**src/rtl/fifo_uart_tx_if.sv**
```systemverilog
// FIFO read port between the synchronous FIFO and its UART drain stage.
// master: the drain (drives re); slave: the FIFO (drives empty, rd_data).
interface fifo_uart_tx_if #(
   parameter int DATA_WIDTH = 8
);
   logic                  re;
   logic                  empty;
   logic [DATA_WIDTH-1:0] rd_data;

   modport master (
      output re,
      input  empty,
      input  rd_data
   );

   modport slave (
      input  re,
      output empty,
      output rd_data
   );
endinterface

```
**src/rtl/fifo_uart_tx.sv**
```systemverilog
// fifo_uart_tx: pops bytes from a synchronous FIFO and sends UART frames.
// Ports: clk, rst (async, active-high), en (gates new pops), fifo (master
// read port: re/empty/rd_data), tx (registered line, idle high), busy.
// Optional: define FIFO_UART_TX_PARITY_EN to add an even parity bit.
module fifo_uart_tx #(
   parameter int DATA_WIDTH   = 8,
   parameter int CLKS_PER_BIT = 16
) (
   input  logic           clk,
   input  logic           rst,
   input  logic           en,
   fifo_uart_tx_if.master fifo,
   output logic           tx,
   output logic           busy
);

   localparam int BW = (CLKS_PER_BIT > 1) ? $clog2(CLKS_PER_BIT) : 1;
   localparam int CW = $clog2(DATA_WIDTH) + 1;
   localparam logic [BW-1:0] BAUD_LAST = BW'(CLKS_PER_BIT - 1);
   localparam logic [CW-1:0] BIT_LAST  = CW'(DATA_WIDTH - 1);

`ifdef FIFO_UART_TX_PARITY_EN
   typedef enum logic [2:0] {
      S_IDLE, S_REQ, S_WAIT, S_START, S_DATA, S_PARITY, S_STOP
   } state_t;
`else
   typedef enum logic [2:0] {
      S_IDLE, S_REQ, S_WAIT, S_START, S_DATA, S_STOP
   } state_t;
`endif

   state_t                state, state_n;
   logic                  re_q, re_n;
   logic                  tx_q, tx_n;
   logic [BW-1:0]         baud, baud_n;
   logic [CW-1:0]         bit_cnt, bit_n;
   logic [DATA_WIDTH-1:0] shift, shift_n;
   logic                  baud_last;
   logic                  pop_ok;
`ifdef FIFO_UART_TX_PARITY_EN
   logic                  par_q, par_n;
`endif

   assign fifo.re   = re_q;
   assign tx        = tx_q;
   assign busy      = (state != S_IDLE);
   assign baud_last = (baud == BAUD_LAST);
   assign pop_ok    = en && !fifo.empty;

   always_ff @(posedge clk or posedge rst) begin
      if (rst) begin
         state   <= S_IDLE;
         re_q    <= 1'b0;
         tx_q    <= 1'b1;
         baud    <= '0;
         bit_cnt <= '0;
         shift   <= '0;
`ifdef FIFO_UART_TX_PARITY_EN
         par_q   <= 1'b0;
`endif
      end else begin
         state   <= state_n;
         re_q    <= re_n;
         tx_q    <= tx_n;
         baud    <= baud_n;
         bit_cnt <= bit_n;
         shift   <= shift_n;
`ifdef FIFO_UART_TX_PARITY_EN
         par_q   <= par_n;
`endif
      end
   end

   always_comb begin
      state_n = state;
      re_n    = 1'b0;
      tx_n    = tx_q;
      baud_n  = baud;
      bit_n   = bit_cnt;
      shift_n = shift;
`ifdef FIFO_UART_TX_PARITY_EN
      par_n   = par_q;
`endif
      unique case (state)
         S_IDLE: begin
            tx_n   = 1'b1;
            baud_n = '0;
            if (pop_ok) begin
               re_n    = 1'b1;
               state_n = S_REQ;
            end
         end
         // re is high for this one cycle; FIFO data lands next cycle
         S_REQ: begin
            state_n = S_WAIT;
         end
         S_WAIT: begin
            shift_n = fifo.rd_data;
`ifdef FIFO_UART_TX_PARITY_EN
            par_n   = ^fifo.rd_data;
`endif
            tx_n    = 1'b0;
            baud_n  = '0;
            state_n = S_START;
         end
         S_START: begin
            if (baud_last) begin
               tx_n    = shift[0];
               bit_n   = '0;
               baud_n  = '0;
               state_n = S_DATA;
            end else begin
               baud_n = baud + 1'b1;
            end
         end
         S_DATA: begin
            if (baud_last) begin
               baud_n = '0;
               if (bit_cnt == BIT_LAST) begin
`ifdef FIFO_UART_TX_PARITY_EN
                  tx_n    = par_q;
                  state_n = S_PARITY;
`else
                  tx_n    = 1'b1;
                  state_n = S_STOP;
`endif
               end else begin
                  // next bit is the new LSB after the shift
                  shift_n = shift >> 1;
                  tx_n    = shift_n[0];
                  bit_n   = bit_cnt + 1'b1;
               end
            end else begin
               baud_n = baud + 1'b1;
            end
         end
`ifdef FIFO_UART_TX_PARITY_EN
         S_PARITY: begin
            if (baud_last) begin
               tx_n    = 1'b1;
               baud_n  = '0;
               state_n = S_STOP;
            end else begin
               baud_n = baud + 1'b1;
            end
         end
`endif
         // last stop cycle is the only mid-stream pop decision point
         S_STOP: begin
            if (baud_last) begin
               baud_n = '0;
               if (pop_ok) begin
                  re_n    = 1'b1;
                  state_n = S_REQ;
               end else begin
                  state_n = S_IDLE;
               end
            end else begin
               baud_n = baud + 1'b1;
            end
         end
         default: begin
            state_n = S_IDLE;
            tx_n    = 1'b1;
         end
      endcase
   end

endmodule

```
**src/flat_wrapper.sv**
```systemverilog
// flat-port wrapper written by rule: the top's interface ports become plain ports
module fifo_uart_tx_flat 
#(
   parameter int DATA_WIDTH   = 8,
   parameter int CLKS_PER_BIT = 16
)
  (clk, rst, en, tx, busy, fifo_re, fifo_empty, fifo_rd_data);
  fifo_uart_tx_if #(.DATA_WIDTH(DATA_WIDTH)) fifo_i ();
  input  logic clk;
  input  logic rst;
  input  logic en;
  output logic tx;
  output logic busy;
  output wire logic [$bits(fifo_i.re)-1:0] fifo_re;
  input wire logic [$bits(fifo_i.empty)-1:0] fifo_empty;
  input wire logic [$bits(fifo_i.rd_data)-1:0] fifo_rd_data;
  assign fifo_re = fifo_i.re;
  assign fifo_i.empty = fifo_empty;
  assign fifo_i.rd_data = fifo_rd_data;
  fifo_uart_tx #(.DATA_WIDTH(DATA_WIDTH), .CLKS_PER_BIT(CLKS_PER_BIT)) u_core (.clk(clk), .rst(rst), .en(en), .fifo(fifo_i), .tx(tx), .busy(busy));
endmodule
```
**config.mk**
```make
export PLATFORM = sky130hd
export DESIGN_NAME = fifo_uart_tx_flat
export DESIGN_NICKNAME = d
export VERILOG_FILES = /design/src/rtl/fifo_uart_tx_if.sv /design/src/rtl/fifo_uart_tx.sv /design/src/flat_wrapper.sv
export SDC_FILE = /design/constraint.sdc
export NUM_CORES = 1
export LEC_CHECK = 0
export BUFFER_PORTS_ARGS = -buffer_cell sky130_fd_sc_hd__buf_4
export CAP_MARGIN = 20
export CORE_MARGIN = 10
export CORE_UTILIZATION = 56
export CTS_CLUSTER_DIAMETER = 100
export DETAILED_ROUTE_END_ITERATION = 12
export PLACE_DENSITY = 0.74
export SLEW_MARGIN = 10
export SYNTH_ARGS = -nofsm -noshare
export SYNTH_HDL_FRONTEND = slang
export SYNTH_SLANG_ARGS = --single-unit
```
**constraint.sdc**
```tcl
create_clock -name clk -period 1.9 [get_ports clk]
set_input_delay 0.19 -clock clk [delete_from_list [all_inputs] [get_ports clk]]
set_output_delay 0.19 -clock clk [all_outputs]
set_load 0.01 [all_outputs]
```
Yosys cells after proc, flatten, opt, wreduce, memory -nomap -nowiden
Index checks and enable logic that the tools add are counted.

Flip-flop bits (word level): 21. Output and inout bits: 3. Word-level logic and storage cells: 59.

Muxes and demuxes: 23. Bitwise gates (word level): 1. $add $sub $neg: 2. Reductions and logical operators: 14. Eq/ne operators: 13.

Operator list (number): case mux 3 bit (6 select lines) (1); two-way mux 4 bit (4); two-way mux 8 bit (2); case mux 4 bit (2 select lines) (2); case mux 8 bit (2 select lines) (1); two-way mux 3 bit (5); inequality test 2 x 1 -> 1 bit (second input constant) (5); adder 4 x 1 -> 4 bit (second input constant) (2); equality test 3 x 2 -> 1 bit (second input constant) (2); equality test 3 bit (second input constant) (2); two-way mux 1 bit (6); AND reduction 3 bit (2); nonzero test 2 bit (3); AND reduction 5 bit (1); equality test 4 x 3 -> 1 bit (second input constant) (1); equality test 4 bit (second input constant) (1); case mux 1 bit (4 select lines) (1); AND reduction 4 bit (1); OR reduction 2 bit (2); equality test 3 x 1 -> 1 bit (second input constant) (1); logical NOT 3 bit (1); nonzero test 3 bit (1); OR reduction 3 bit (1); inequality test 2 bit (second input constant) (1); 4 further kinds (4).

Depth between registers and ports, before layout
Gate-level depths: netlist of run 1.

Depth after elaboration: 5. Depth in mapped cells: 6. Mapped depth without buffers: 5.

Least setup slack after synthesis of run 1
No wires, ideal clock.

Path type: register -> register. Start point: register u_core.baud[0]. End point: register u_core.shift[0]. Slack: 433 ps. Stages on the path, launching flop included: 7. Data required time: 1770 ps. Buffers on the path: 1. Arrival: 1337 ps. Period minus slack after synthesis: 1467 ps. Cell sequence: dfrtp_1 -> ha_1 -> and3_4 -> a31oi_1 -> or2_1 -> buf_6 -> o2bb2ai_1.

Cells in the longest elaborated chain, start to end: 3.

Ends and longest elaborated chain: from (decl) (line fifo_uart_tx.sv:35) `logic [BW-1:0] baud, baud_n;`; from (signal assigned) (line fifo_uart_tx.sv:65) `baud <= baud_n;`; equality test 4 bit (line fifo_uart_tx.sv:47) `assign baud_last = (baud == BAUD_LAST);`; inequality test 2 x 1 -> 1 bit (no line); AND reduction 3 bit (no line); to (signal assigned) (line fifo_uart_tx.sv:67) `shift <= shift_n;`; to (decl) (line fifo_uart_tx.sv:37) `logic [DATA_WIDTH-1:0] shift, shift_n;`.

Every way passes these cells. A chain may end at the register's enable or synchronous reset.

Worst setup path after layout of run 1
Same ends and word-level chain as after synthesis.

==> results of run 1 <==
-- cell usage in the layout, fill, tap and decap left out, types with 2 or more instances in the layout --
| cell type | synthesis | routed |
|---|---|---|
| nand3b_1 | 3 | 3 |
| nand2b_1 | 3 | 3 |
| o21ai_1 | 3 | 3 |
| nor2_1 | 4 | 4 |
| nor3_1 | 3 | 3 |
| clkbuf_4 | 0 | 3 |
| dfrtp_1 | 20 | 20 |
| buf_4 | 4 | 15 |
| ha_1 | 2 | 2 |
| o21ai_0 | 10 | 10 |
| nand3_1 | 5 | 5 |
| and3_2 | 3 | 3 |
| o2bb2ai_1 | 8 | 8 |
| inv_1 | 4 | 4 |
| a22o_1 | 2 | 2 |
| a21oi_1 | 20 | 20 |
| and3_1 | 5 | 5 |
| and2b_1 | 2 | 2 |
| nand2_1 | 8 | 8 |
-- path summary, 6_finish.rpt --
check | startpoint | end | cells after the start
worst max-delay path | u_core.baud[0] | u_core.shift[0] | 5
worst min-delay path | rst | u_core.state[2] | 2
worst max register to register | u_core.baud[0] | u_core.shift[0] | 5
worst min register to register | u_core.shift[2] | u_core.shift[2] | 1
max in group asynchronous | rst | u_core.shift[4] | 2
min in group clk | fifo_rd_data[0] | u_core.shift[0] | 3
-- where the power goes --
part / switching [mW] / leakage, nW / internal (mW)
logic: 0.0196 / 0.344 / 0.0262
registers: 0.00477 / 0.246 / 0.456
clock network: 0.138 / 0.0177 / 0.0787
total: 0.162 / 0.608 / 0.561
-- flip-flops by register name, indices dropped and copies added, names as in the netlist --
register / flops
u_core.shift: 8
u_core.baud: 4
u_core.bit_cnt: 4
u_core.state: 3
u_core.fifo.re: 1
u_core.tx: 1
-- through the flow --
stage	instance area (µm²)	utilization
finish	1360	0.622
global route	1360	0.622
CTS	1360	0.622
detailed placement	1340	0.609
global placement	1340	0.609
floorplan	1260	-
-- worst reg2reg max path, stage by stage, from the launching register on --
cell	delay, ns
dfrtp_1	0.44
ha_1	0.28
and3_4	0.32
a31oi_1	0.10
or2_1	0.32
o2bb2ai_1	0.16
-- kinds of logic after synthesis --
| logic type | Yosys count | share of synthesized area |
|---|---|---|
| AOI/OAI and AO/OA | 52 | 0.258 |
| and+or+nand+nor | 47 | 0.224 |
| DFF | 21 | 0.416 |
| buffers and inverters | 14 | 0.0732 |
| adders and majority gates | 2 | 0.0198 |
| muxes | 1 | 0.00890 |
-- area by class of cell --
class / count / area (µm²)
multi-input cells: 102 / 646
flip-flops and latches: 21 / 527
fillers: 181 / 828
well taps: 28 / 35.0
repair buffers: 15 / 113
inverters: 4 / 15.0
clock buffers: 3 / 22.5
clock inverters: 1 / 5.00
-- per-layer routing --
layer | part of all wire | track usage | up-vias
met5 | 0 | 0 | -
met4 | 0.014 | 0.0538 | 0
met3 | 0.050 | 0.0314 | 6
met2 | 0.47 | 0.208 | 25
met1 | 0.46 | 0.166 | 492
li1 | - | - | 523
==> results_dict.tcl, run 1 <==
set metrics [dict create \
    grt_max_degree 22 \
    viasPerCell 6.01 \
    leakage_nw 0.608 \
    placedCellCount 170 \
    start_kind "flip-flop" \
    io_pins 15 \
    place_ws_ns 0.191 \
    port_buffers 14 \
    yosysUniqueCellTypes 43 \
    synth.top_cell.area_share 0.396 \
    cts_made_buffers 3 \
    hold_class "in2async" \
    path_max_fanout 16 \
    syn_area_um2 1260 \
    syn_nets 151 \
    wl_per_cell_um 15.2 \
    grt_overflow 0 \
    grt_first_pass_wirelength_mm 4.76 \
    skew_ns 0.00606 \
    drive_above_1_share 0.205 \
    synth_edf_count 0 \
    post_cts_buffers 0 \
    core_area_um2 2190 \
    initial_core_util 0.577 \
    drv_cap 0 \
    cts-root-buf "clkbuf_4" \
    synth-seq-area-share 0.416 \
    post-route-period-util 0.918 \
    cts_buffer_depth 2 \
    fin_cells 174 \
    cts_sinks 21 \
    irDropWorstVdd_v 0.000384 \
    vias 1046 \
    grt_setup_unrepaired "no" \
    slew_viol_final 0 \
    synthTopCellsByArea "dfrtp_1 (40%), a21oi_1 (7.9%), o2bb2ai_1 (5.5%)" \
    cts-resized-gates 0 \
    grt_pass1_vias 1031 \
    drt_wl_total_mm 2.65 \
    path_cells "ha_1, and3_4, a31oi_1, or2_1, o2bb2ai_1" \
    drc 0 \
    timing.final.ws_setup_ns 0.156 \
    worstMarginPinSlew_ns 0.799 \
    slowest_delay_ns 0.44 \
    ys_top_cells_by_count "a21oi_1 (20), dfrtp_1 (20), o21ai_0 (10), nand2_1 (8), o2bb2ai_1 (8)" \
    tns_ns 0 \
    max_freq_ghz 0.573 \
    synthToLayoutAreaGrowth_pct 7.72 \
    setup_viol 0 \
    crit_slowest_cell "dfrtp_1" \
    hpwl_mm 1.88 \
    gp_congestion 0.825 \
    max-slew-margin-rel 0.467 \
    path_delay_family "simple AND/OR/NAND/NOR gates" \
    dr.pass1.iters 4 \
    crit_required_ns 2.09 \
    rows 17 \
    cts-htree-levels 1 \
    path_class "reg2reg" \
    worstSetupEndpointType "flip-flop" \
    finalHoldViolCount 0 \
    avgSynthCellArea_um2 9.23 \
    clk_pin_slew_ns 0.12 \
    antennaDiodeCount 0 \
    antenna_found_initial 0 \
    track_usage 0.131 \
    holdWs_ns 0.0179 \
    yosys.area.top_type "dfrtp_1" \
    syn_inst 137 \
    dieArea_um2 4560 \
    clk_latency_ns 0.31 \
    postCtsHoldBufs 0 \
    total_power_mw 0.723 \
    crit_arrival_ns 1.93 \
    ys_async_sr_fraction 1.00 \
    drtIter0Drc 64 \
    yosys_warnings 0 \
    die_y_um 67.5 \
    detail-route-antenna-nets 0 \
    powerDensity_nw_per_um2 531 \
    crit_buf_inv 0 \
    status "finished, final reports clean" \
    ys_seq_elements 21 \
    post-route-min-period_ns 1.74 \
    fp.dieW_um 67.5 \
    r2r_slack_ns 0.16 \
    cts_tree "yes" \
    ys.flop_type "dfrtp_1" \
    fin_nets 161 \
]
No activity file was read; power rests on OpenSTA's default activity.
==> inputs of run 2 (changes only) <==
--- a/config.mk
+++ b/config.mk
@@ -9,9 +9,8 @@
 export CAP_MARGIN = 20
 export CORE_MARGIN = 10
 export CORE_UTILIZATION = 56
-export CTS_CLUSTER_DIAMETER = 100
 export DETAILED_ROUTE_END_ITERATION = 12
-export PLACE_DENSITY = 0.74
+export PLACE_DENSITY = 0.77
 export SLEW_MARGIN = 10
 export SYNTH_ARGS = -nofsm -noshare
 export SYNTH_HDL_FRONTEND = slang
==> run 2 against run 1 <==
Against the previous run:
- global-route usage is 0.64 points higher
- first-iteration DRC count is 6.3% lower
- fmax is 0.29% higher
- critical path depth stayed put
- sequential share of layout area is 0.59 points lower
- die area stayed put
- non-clock buffer count is 3 higher
- register-to-register slack hardly changed
- cell count is 1.7% higher
- combinational power is 2% higher
- hold slack better by 0.0088 ns
- clock skew is 0.0034 ns lower
- largest cell class unchanged
==> results_dict.tcl, run 2 (synthesis gave the netlist of run 1 again) <==
set metrics [dict create \
    grt_setup_unrepaired "no" \
    drtIter0Drc 60 \
    worstMarginPinSlew_ns 0.810 \
    cts_tree "yes" \
    placedCellCount 173 \
    path_cells "ha_1, and3_4, a31oi_1, or2_1, o2bb2ai_1" \
    holdWs_ns 0.0267 \
    crit_required_ns 2.09 \
    slew_viol_final 0 \
    p_sw_frac 0.226 \
    reg2reg_from "u_core.baud[0]" \
    r2r_slack_ns 0.16 \
    dr.pass1.iters 5 \
    wl_met1_mm 1.23 \
    fp.dieW_um 67.5 \
    r2r-end "u_core.shift[2]" \
    grt_pass1_vias 1117 \
    slowest_delay_ns 0.42 \
    max_freq_ghz 0.575 \
    clk_latency_ns 0.31 \
    registers.top_by_ff_count "u_core.shift" \
    die_y_um 67.5 \
    multi_input_area_um2 646 \
    vias 1074 \
    initial_core_util 0.577 \
    drc 0 \
    rows 17 \
    powerDensity_nw_per_um2 527 \
    post-route-min-period_ns 1.74 \
    utilization 0.632 \
    antennaDiodeCount 0 \
    port_buffers 14 \
    wl_per_cell_um 15.8 \
    reg2regPathDepth 5 \
    post_cts_buffers 0 \
    io_pins 15 \
    hpwl_mm 1.97 \
    cts-htree-levels 1 \
    design_area_um2 1380 \
    clkPwrFrac 0.303 \
    place_ws_ns 0.195 \
    fin_nets 164 \
    cts_made_buffers 3 \
    irDropWorstVdd_v 0.000435 \
    viasPerCell 6.07 \
    grt_first_pass_wirelength_mm 4.97 \
    detail-route-antenna-nets 0 \
    setup_viol 0 \
    pwr-share-seq 0.633 \
    wl_met3_um 124 \
    path_delay_family "simple AND/OR/NAND/NOR gates" \
    crit_arrival_ns 1.93 \
    worstSetupEndpointType "flip-flop" \
    start_kind "flip-flop" \
    total_power_mw 0.729 \
    cts_sinks 21 \
    cts-resized-gates 0 \
    hold_class "in2async" \
    wl_met2_mm 1.41 \
    tns_ns 0 \
    path_class "reg2reg" \
    postCtsHoldBufs 0 \
    timing.final.ws_setup_ns 0.161 \
    layout_common_cells "a21oi_1 (20), dfrtp_1 (20), buf_4 (18), o21ai_0 (10)" \
    cts-root-buf "clkbuf_4" \
    status "finished, final reports clean" \
    post-route-period-util 0.915 \
    fin_cells 177 \
    grt_overflow 0 \
    grt_max_degree 22 \
    regArea_um2 527 \
    internal_power_mw 0.564 \
    core_area_um2 2190 \
    placed_cell_area_um2 1360 \
    gp_congestion 0.849 \
    highest_layer "met4" \
    track_usage 0.137 \
    netSwitchingPower_mw 0.164 \
    clk_pin_slew_ns 0.12 \
    synthToLayoutAreaGrowth_pct 9.40 \
    dieArea_um2 4560 \
    drive_above_1_share 0.215 \
    leakage_nw 0.620 \
    combPwrFrac 0.064 \
    max-slew-margin-rel 0.459 \
    crit_slowest_cell "dfrtp_1" \
    largestRegisters "u_core.shift: 8 flops, u_core.baud: 4 flops, u_core.bit_cnt: 4 flops" \
    cts_buffer_depth 2 \
    skew_ns 0.00269 \
    crit_buf_inv 0 \
    drv_cap 0 \
    path_max_fanout 16 \
    antenna_found_initial 0 \
    fillers 188 \
    drt_wl_total_mm 2.79 \
    finalHoldViolCount 0 \
    largest_register_ffs 8 \
]
==> run 2: changes by cell type in the layout (fill, tap and decap cells not counted), sizes merged <==
cell,before,now
buf,15,18
clkbuf,3,4
clkinv,1,0
==> run 2: worst register-to-register path, stage by stage (launching register included) <==
cell       delay [ns]
dfrtp_1          0.42
ha_1             0.28
and3_4           0.31
a31oi_1          0.11
or2_1            0.32
o2bb2ai_1        0.17
==> run 2: worst max-delay path by stage <==
stage                       to  depth (start not counted)      startpoint
2_1_floorplan  u_core.shift[0]                          6  u_core.baud[0]
5_1_grt        u_core.shift[6]                          5  u_core.baud[0]
3_3_place_gp   u_core.shift[0]                          5  u_core.baud[0]
4_1_cts        u_core.shift[2]                          5  u_core.baud[0]
3_5_place_dp   u_core.shift[2]                          5  u_core.baud[0]
6_report       u_core.shift[2]                          5  u_core.baud[0]
==> run 2: area by class of cell <==
class                      instances  area share
clock buffer                       4      0.0190
timing repair buffer              18      0.0976
sequential                        21       0.381
tap                               28      0.0253
inverter                           4      0.0108
multi-input combinational        102       0.467
==> run 2: routing by layer <==
layer / vias to the layer above / GRT usage
met5: - / 0
met4: 0 / 0.0462
met3: 6 / 0.0298
met2: 26 / 0.229
met1: 516 / 0.171
li1: 526 / -
==> run 2: power groups by stage <==
stage	clock, mW	combinational (mW)	sequential (mW)
2_1_floorplan	0	0.0229	0.469
3_3_place_gp	0	0.0457	0.470
3_5_place_dp	0	0.0476	0.470
4_1_cts	0.226	0.0480	0.462
5_1_grt	0.248	0.0521	0.463
6_report	0.221	0.0467	0.462
==> inputs of run 3 (changes only) <==
--- a/config.mk
+++ b/config.mk
@@ -9,8 +9,10 @@
 export CAP_MARGIN = 20
 export CORE_MARGIN = 10
 export CORE_UTILIZATION = 56
+export CTS_CLUSTER_SIZE = 16
 export DETAILED_ROUTE_END_ITERATION = 12
 export PLACE_DENSITY = 0.77
+export REMOVE_ABC_BUFFERS = 1
 export SLEW_MARGIN = 10
 export SYNTH_ARGS = -nofsm -noshare
 export SYNTH_HDL_FRONTEND = slang
==> run 3 against run 2 <==
Against the previous run:
- combinational power hardly changed
- sequential cell count stayed put
- design area stayed put
- sequential power hardly changed
- largest cell class unchanged
- largest power group unchanged
- highest routed layer unchanged
==> results_dict.tcl, run 3 (synthesis gave the netlist of run 1 again) <==
set metrics [dict create \
    largestRegisters "u_core.shift: 8 flops, u_core.baud: 4 flops, u_core.bit_cnt: 4 flops" \
    slew_viol_final 0 \
    cts-root-buf "clkbuf_4" \
    start_kind "flip-flop" \
    slowest_delay_ns 0.44 \
    path_cells "ha_1, and3_4, a31oi_1, or2_1, o2bb2ai_1" \
    antennaDiodeCount 0 \
    clk_pin_slew_ns 0.12 \
    hpwl_mm 1.97 \
    drt_wl_total_mm 2.70 \
    drtIter0Drc 54 \
    largest_register_ffs 8 \
    grt_pass1_vias 1066 \
    skew_ns 0.00463 \
    r2r_slack_ns 0.18 \
    powerDensity_nw_per_um2 526 \
    vias 1071 \
    hold_class "in2async" \
    cts_buffer_depth 2 \
    drv_cap 0 \
    drive_above_1_share 0.215 \
    port_buffers 14 \
    internal_power_mw 0.564 \
    pwr-share-seq 0.634 \
    fillers 195 \
    p_sw_frac 0.225 \
    post-route-min-period_ns 1.72 \
    irDropWorstVdd_v 0.000363 \
    finalHoldViolCount 0 \
    crit_arrival_ns 1.92 \
    path_max_fanout 16 \
    worstMarginPinSlew_ns 0.776 \
    reg2regPathDepth 5 \
    grt_first_pass_wirelength_mm 4.77 \
    tns_ns 0 \
    dieArea_um2 4560 \
    post-route-period-util 0.907 \
    setup_viol 0 \
    crit_required_ns 2.09 \
    wl_per_cell_um 15.3 \
    gp_congestion 0.841 \
    utilization 0.632 \
    cts_made_buffers 3 \
    layout_common_cells "a21oi_1 (20), dfrtp_1 (20), buf_4 (18), o21ai_0 (10)" \
    grt_max_degree 22 \
    registers.top_by_ff_count "u_core.shift" \
    dr.pass1.iters 4 \
    cts_tree "yes" \
    design_area_um2 1380 \
    viasPerCell 6.05 \
    place_ws_ns 0.224 \
    r2r-end "u_core.shift[5]" \
    netSwitchingPower_mw 0.164 \
    fin_nets 164 \
    timing.final.ws_setup_ns 0.177 \
    max-slew-margin-rel 0.482 \
    drc 0 \
    status "finished, final reports clean" \
    postCtsHoldBufs 0 \
    post_cts_buffers 0 \
    cts-resized-gates 0 \
    cts_sinks 21 \
    combPwrFrac 0.064 \
    leakage_nw 0.620 \
    worstSetupEndpointType "flip-flop" \
    grt_overflow 0 \
    antenna_found_initial 0 \
    detail-route-antenna-nets 0 \
    grt_setup_unrepaired "no" \
    reg2reg_from "u_core.baud[0]" \
    cts-htree-levels 1 \
    rows 17 \
    track_usage 0.133 \
    placed_cell_area_um2 1360 \
    die_y_um 67.5 \
    fp.dieW_um 67.5 \
    path_class "reg2reg" \
    clk_latency_ns 0.31 \
    initial_core_util 0.577 \
    synthToLayoutAreaGrowth_pct 9.40 \
    core_area_um2 2190 \
    crit_slowest_cell "dfrtp_1" \
    io_pins 15 \
    max_freq_ghz 0.580 \
    clkPwrFrac 0.302 \
]
run 3: how the worst max path moves through the flow:
stage,end,cells past startpoint,startpoint,slack (ns)
after floorplan,u_core.bit_cnt[0],4,u_core.state[2],0.27
after global placement,u_core.shift[0],5,u_core.baud[0],0.29
after detailed placement,u_core.shift[0],5,u_core.baud[0],0.22
after CTS,u_core.shift[2],5,u_core.baud[0],0.20
after global routing,u_core.shift[5],5,u_core.baud[0],0.07
final,u_core.shift[5],5,u_core.baud[0],0.18
run 3: cell type report:
cell class / count / area, µm² / area share
Sequential cell: 21 / 527 / 0.381
Timing Repair Buffer: 18 / 135 / 0.0976
Multi-Input combinational cell: 102 / 646 / 0.467
Tap cell: 28 / 35.0 / 0.0253
Inverter: 4 / 15.0 / 0.0108
Clock buffer: 4 / 26.3 / 0.0190
run 3: worst max-delay path: cells and delay by family, from the launching register on:
kind                       cells  cell delay (ns)
adders and majority gates      1             0.27
and+or+nand+nor                2             0.63
DFF                            1             0.44
AOI/OAI and AO/OA              2             0.27
run 3: power groups by stage:
stage          logic (mW)  clock network (mW)  registers [mW]
2_1_floorplan      0.0229                   0           0.469
5_1_grt            0.0527               0.249           0.463
6_report           0.0467               0.220           0.462
3_5_place_dp       0.0478                   0           0.470
3_3_place_gp       0.0466                   0           0.470
4_1_cts            0.0480               0.226           0.462
run 3: layer usage:
| layer | part of all wire | global-route usage | wire length (µm) |
|---|---|---|---|
| met5 | 0 | 0 | 0 |
| met2 | 0.47 | 0.218 | 1260 |
| met4 | 0.014 | 0.0615 | 38 |
| met1 | 0.47 | 0.161 | 1270 |
| met3 | 0.049 | 0.0281 | 132 |
run 3: per-stage QoR:
step                hold slack (ns)  power [mW]  instances
floorplan                     0.166       0.492        127
global placement              0.375       0.516        173
detailed placement            0.388       0.518        173
CTS                          0.0416       0.735        177
global route                 0.0693       0.765        177
finish                       0.0113       0.728        177
